$ cat src/rtl/clk_gate_ctrl.sv
// Idle-detect clock-gating controller for GATED_CLK_CELL (EN/TE).
// In: CLK_IN RST CFG_EN CFG_IDLE_TH BUSY WAKE_REQ TE_IN
// Out: GATE_EN GATE_TE WAKE_ACK GATED GATE_CNT
module clk_gate_ctrl #(
  parameter int IDLE_W   = 8,
  parameter int WAKE_LAT = 2,
  parameter int CNT_W    = 16
) (
  input  logic              CLK_IN,
  input  logic              RST,
  input  logic              CFG_EN,
  input  logic [IDLE_W-1:0] CFG_IDLE_TH,
  input  logic              BUSY,
  input  logic              WAKE_REQ,
  input  logic              TE_IN,
  output logic              GATE_EN,
  output logic              GATE_TE,
  output logic              WAKE_ACK,
  output logic              GATED,
  output logic [CNT_W-1:0]  GATE_CNT
);

  typedef enum logic [1:0] {
    S_RUN,
    S_GATED,
    S_WAKE
  } state_e;

  localparam logic [3:0] WAKE_LAST = 4'(WAKE_LAT - 1);

  state_e             state_q, state_d;
  logic [IDLE_W-1:0]  idle_cnt_q, idle_cnt_d;
  logic [3:0]         wake_cnt_q, wake_cnt_d;
  logic [CNT_W-1:0]   gate_cnt_q, gate_cnt_d;
  logic               gate_en_q, gate_en_d;
  logic               wake_ack_q, wake_ack_d;
  logic               gated_q, gated_d;

  logic               idle;
  logic               wake_cond;
  logic               th_hit;

  assign idle = CFG_EN & ~BUSY & ~WAKE_REQ & ~TE_IN
              & (CFG_IDLE_TH != '0);
  assign wake_cond = BUSY | WAKE_REQ | TE_IN | ~CFG_EN;
  // One extra bit so idle_cnt+1 cannot overflow the compare.
  assign th_hit = ({1'b0, idle_cnt_q} + (IDLE_W+1)'(1))
               >= {1'b0, CFG_IDLE_TH};

  always_ff @(posedge CLK_IN) begin
    if (RST) begin
      state_q    <= S_RUN;
      idle_cnt_q <= '0;
      wake_cnt_q <= '0;
      gate_cnt_q <= '0;
      gate_en_q  <= 1'b1;
      wake_ack_q <= 1'b1;
      gated_q    <= 1'b0;
    end else begin
      state_q    <= state_d;
      idle_cnt_q <= idle_cnt_d;
      wake_cnt_q <= wake_cnt_d;
      gate_cnt_q <= gate_cnt_d;
      gate_en_q  <= gate_en_d;
      wake_ack_q <= wake_ack_d;
      gated_q    <= gated_d;
    end
  end

  always_comb begin
    state_d    = state_q;
    idle_cnt_d = idle_cnt_q;
    wake_cnt_d = wake_cnt_q;
    gate_cnt_d = gate_cnt_q;
    unique case (state_q)
      S_RUN: begin
        if (idle) begin
          if (th_hit) begin
            state_d    = S_GATED;
            idle_cnt_d = '0;
            if (~&gate_cnt_q)
              gate_cnt_d = gate_cnt_q + 1'b1;
          end else begin
            idle_cnt_d = idle_cnt_q + 1'b1;
          end
        end else begin
          idle_cnt_d = '0;
        end
      end
      S_GATED: begin
        if (wake_cond) begin
          state_d    = S_WAKE;
          wake_cnt_d = '0;
        end
      end
      S_WAKE: begin
        if (wake_cnt_q == WAKE_LAST) begin
          state_d    = S_RUN;
          idle_cnt_d = '0;
        end else begin
          wake_cnt_d = wake_cnt_q + 1'b1;
        end
      end
      default: state_d = S_RUN;
    endcase
  end

  // Outputs are decoded from the next state and then
  // registered, so GATE_EN comes straight off a flop.
  always_comb begin
    gate_en_d  = 1'b1;
    wake_ack_d = 1'b1;
    gated_d    = 1'b0;
    unique case (state_d)
      S_RUN: begin
        gate_en_d  = 1'b1;
        wake_ack_d = 1'b1;
        gated_d    = 1'b0;
      end
      S_GATED: begin
        gate_en_d  = 1'b0;
        wake_ack_d = 1'b0;
        gated_d    = 1'b1;
      end
      S_WAKE: begin
        gate_en_d  = 1'b1;
        wake_ack_d = 1'b0;
        gated_d    = 1'b0;
      end
      default: ;
    endcase
  end

  assign GATE_EN  = gate_en_q;
  assign GATE_TE  = TE_IN;
  assign WAKE_ACK = wake_ack_q;
  assign GATED    = gated_q;
  assign GATE_CNT = gate_cnt_q;

endmodule

$ cat config.mk
export PLATFORM = sky130hd
export DESIGN_NAME = clk_gate_ctrl
export DESIGN_NICKNAME = d
export VERILOG_FILES = /design/src/rtl/clk_gate_ctrl.sv
export SDC_FILE = /design/constraint.sdc
export NUM_CORES = 1
export LEC_CHECK = 0
export ABC_CLOCK_PERIOD_IN_PS = 3030
export CAP_MARGIN = 20
export CORE_ASPECT_RATIO = 0.75
export CORE_UTILIZATION = 49
export CTS_BUF_LIST = sky130_fd_sc_hd__clkbuf_4
export CTS_CLUSTER_DIAMETER = 120
export DETAILED_ROUTE_END_ITERATION = 7
export PLACE_DENSITY = 0.78
export RECOVER_POWER = 50
export SLEW_MARGIN = 15
export SYNTH_ARGS = -nofsm -noshare
export SYNTH_HDL_FRONTEND = slang
export SYNTH_SLANG_ARGS = --single-unit
$ cat constraint.sdc
create_clock -name CLK_IN -period 3.03 [get_ports CLK_IN]
set_clock_uncertainty 0.05 [all_clocks]
set_input_delay 0.303 -clock CLK_IN [delete_from_list [all_inputs] [get_ports CLK_IN]]
set_output_delay 0.303 -clock CLK_IN [all_outputs]
set_load 0.005 [all_outputs]
==> results of run 1 <==
-- power groups by stage --
stage | clock network (W) | logic (W) | registers (W)
floorplan | 0 | 0.0000213 | 0.000444
global placement | 0 | 0.0000464 | 0.000444
detailed placement | 0 | 0.0000472 | 0.000444
CTS | 0.000339 | 0.0000474 | 0.000434
global route | 0.000363 | 0.0000502 | 0.000434
finish | 0.000331 | 0.0000452 | 0.000434
-- through the flow --
stage | total power, W | util [%] | hold slack [ns]
final | 0.000810 | 65.1 | 0.441
after global routing | 0.000848 | 65.1 | 0.467
after CTS | 0.000821 | 64.3 | 0.448
after detailed placement | 0.000491 | 62.1 | 0.429
after global placement | 0.000490 | 62.1 | 0.433
after floorplan | 0.000465 | - | 0.365
-- cells in the final DEF, fill, tap and decap left out, types with 5 or more instances in the layout --
master	netlist	routed
xnor2_1	6	5
ha_1	12	12
nand4_1	5	5
nor2_1	13	13
clkdlybuf4s50_1	0	12
buf_4	2	7
o31ai_1	7	7
a21oi_1	19	19
or4_1	7	7
dfxtp_1	33	31
inv_1	10	10
nor2b_1	5	5
nand3_1	11	10
and3_1	7	6
a31oi_1	5	5
clkbuf_4	0	6
nand2_1	12	12
dlygate4sd3_1	0	21
nor3_1	9	9
-- flip-flops by register name, summed over array words and instances, names as in the netlist --
name,cells
wake_cnt_q,4
idle_cnt_q,8
GATE_CNT,16
GATE_EN,1
GATED,1
state_q,2
WAKE_ACK,1
-- tightest hold or removal path: stages (launching register included) --
cell,delay (ns)
dfxtp_1,0.34
o41ai_1,0.06
a21oi_1,0.05
-- cell families after synthesis --
group | Yosys count | synth area share (%)
AOI/OAI and AO/OA | 48 | 18.0
buffers and inverters | 19 | 4.64
and+or+nand+nor | 91 | 29.0
DFF | 33 | 34.5
adders and majority gates | 12 | 7.84
xor gates and xnor gates | 8 | 3.66
muxes | 4 | 2.35
-- final cells by class --
| type | instances | area share, % |
|---|---|---|
| clock buffer | 6 | 1.86 |
| clock inverter | 2 | 1.40 |
| inverter | 10 | 1.55 |
| multi-input combinational | 164 | 48.7 |
| sequential | 33 | 27.4 |
| tap | 52 | 2.69 |
| timing repair buffer | 41 | 16.3 |
-- routing by layer --
layer | part of all wire (%) | track usage (%) | vias to the layer above
met2 | 42 | 29.7 | 41
met4 | 1.5 | 9.07 | 0
met5 | 0 | 0 | -
li1 | - | - | 885
met3 | 4.5 | 5.62 | 6
met1 | 52 | 33.5 | 837
-- worst max-delay path by stage --
stage / depth (start not counted) / slack [ns] / to
2_1_floorplan: 12 / 0.16 / GATE_CNT[4]$_SDFFE_PP0P_
3_3_place_gp: 11 / 0.13 / GATE_CNT[4]$_SDFFE_PP0P_
3_5_place_dp: 11 / 0.04 / GATE_CNT[4]$_SDFFE_PP0P_
4_1_cts: 11 / 0.003 / GATE_CNT[4]$_SDFFE_PP0P_
5_1_grt: 12 / -0.006 / idle_cnt_q[6]$_SDFFE_PP0P_
6_report: 11 / 0.13 / GATE_CNT[6]$_SDFFE_PP0P_
-- timing repair --
| action | CTS | global route |
|---|---|---|
| buffers inserted | 0 | 2 |
| endpoints found under the setup margin | 0 | 10 |
| gates resized for setup | 0 | 7 |
==> impl_metrics.tcl, run 1 <==
set metrics [dict create \
    track_usage_pct 22.3 \
    ys.warnings.count 0 \
    n_fill_cell 315 \
    synth.most_common_cell "dfxtp_1" \
    dpl_cell_area_sq_mm 0.00230 \
    slowest_stage "dfxtp_2" \
    dr.pass1.iters 4 \
    hold_buffers 0 \
    syn_to_final_growth_pct 26.1 \
    initial_core_util_pct 51.7 \
    diodes 0 \
    min_period_over_period_pct 95.8 \
    p_clk_share_pct 40.8 \
    cts-htree-levels 2 \
    hp-start "GATE_CNT[10]$_SDFFE_PP0P_" \
    cp_num_buf_inv 0 \
    wl_um 4300 \
    vias 1769 \
    cp_cell_sequence "and3_4 > and3_4 > nand3_2 > xnor2_2 > ha_1 > and3_1 > a221o_1 > a21oi_4 > and2_4 > nor3b_1 > mux2_1" \
    ant_nets 0 \
    area.sequential_sq_um 663 \
    r2r_slack_ns 0.13 \
    max_stage_delay_ns 0.37 \
    relSlewSlack_pct 58.7 \
    ios 34 \
    period_minus_slack_ns 2.90 \
    cpMostUsedCell "and3_4" \
    comb_power_share_pct 5.6 \
    outcome "finished clean" \
    crit_type "flop to flop" \
    grt_max_degree 30 \
    hpwlAfterDp_um 3040 \
    dp_cells 297 \
    clk_pin_slew_ns 0.10 \
    synth_top_area_share_pct 34.5 \
    cellPowerDensity_mw_per_mm2 335 \
    drt-vias-per-instance 5.74 \
    die_area_sq_mm 0.00417 \
    startpoint "idle_cnt_q[3]$_SDFFE_PP0P_" \
    hold_path_depth 2 \
    power.leakage_nw 0.993 \
    drv_cap 0 \
    drt_iter0_markers 96 \
    clkLatencyLatePin_ns 0.34 \
    setup_tns_ns 0 \
    antenna_found_initial 0 \
    cts_tree "done" \
    power_frac_seq_pct 53.6 \
    synthTopCellsByCount "33 x dfxtp_1, 19 x a21oi_1, 13 x nor2_1" \
    num_rows 19 \
    synth.avg_cell_area_sq_um 8.91 \
    worstPathArrival_ns 3.09 \
    hold_viol_final 0 \
    root_buffer "clkbuf_4" \
    yosysSeqAreaShare_pct 34.5 \
    rr_endpoint "GATE_CNT[6]$_SDFFE_PP0P_" \
    tightest_slew_ns 0.617 \
    ys_seq_elements 33 \
    netlist_top_cells_area "dfxtp_1 34%, ha_1 7.8%, a21oi_1 5.0%" \
    drive_above_1_share_pct 13.3 \
    numCtsBuffers 5 \
    max_freq_ghz 0.344 \
    syn_inst 215 \
    nNetsFinal 281 \
    p_switching_w 0.000172 \
    die_w_um 74.2 \
    synthDistinctLibCells 52 \
    post-place-ws_ns 0.0401 \
    peakVddDrop_mv 0.252 \
    grt_pass1_vias 1488 \
    setup_viol 0 \
    critical_path_peak_fanout 12 \
    setup_ws_ns 0.127 \
    cts_buffer_depth 2 \
    synth_edf_count 0 \
    synth_fp_nets 241 \
    async_flop_share_pct 0 \
    ys.flop_type "dfxtp_1" \
    maxSlewViolCount 0 \
    multi_input_area_sq_mm 0.00118 \
    final_cell_count_no_fill 308 \
    cts_sinks 33 \
    required_ns 3.21 \
    internal-power_w 0.000638 \
    critical_path.top_delay_family "simple AND/OR/NAND/NOR gates" \
    synth_area_leader_cell "dfxtp_1" \
    fp.dieH_um 56.2 \
    core-area_sq_mm 0.00371 \
    routabilityCongestion 0.792 \
    hold_path_end "GATE_CNT[10]$_SDFFE_PP0P_" \
    worst_r2r_path_depth 11 \
    end_kind "flop" \
    avgRoutedWirePerCell_um 14.0 \
    hp-class "flop to flop" \
    fin_area_sq_mm 0.00242 \
    gr-total-overflow 0 \
    start_kind "flop" \
    portBuffers 33 \
    switching_share_pct 21.3 \
    reg2reg_from "idle_cnt_q[3]$_SDFFE_PP0P_" \
    grt_pass1_wl_um 7040 \
    drc 0 \
    synth_area_sq_mm 0.00192 \
]
No activity file was read; power rests on OpenSTA's default activity.
==> run 2: changes to the inputs <==
--- a/config.mk
+++ b/config.mk
@@ -11,6 +11,7 @@
 export CORE_UTILIZATION = 49
 export CTS_BUF_LIST = sky130_fd_sc_hd__clkbuf_4
 export CTS_CLUSTER_DIAMETER = 120
+export CTS_CLUSTER_SIZE = 14
 export DETAILED_ROUTE_END_ITERATION = 7
 export PLACE_DENSITY = 0.78
 export RECOVER_POWER = 50
==> results of run 2 <==
The final DEF is identical to that of run 1; final timing and power are the same.
==> run 3: changes to the inputs <==
--- a/config.mk
+++ b/config.mk
@@ -6,11 +6,10 @@
 export NUM_CORES = 1
 export LEC_CHECK = 0
 export ABC_CLOCK_PERIOD_IN_PS = 3030
-export CAP_MARGIN = 20
 export CORE_ASPECT_RATIO = 0.75
 export CORE_UTILIZATION = 49
 export CTS_BUF_LIST = sky130_fd_sc_hd__clkbuf_4
-export CTS_CLUSTER_DIAMETER = 120
+export CTS_CLUSTER_DIAMETER = 40
 export CTS_CLUSTER_SIZE = 14
 export DETAILED_ROUTE_END_ITERATION = 7
 export PLACE_DENSITY = 0.78
==> results of run 3 <==
The final DEF is identical to that of run 1; final timing and power are the same.
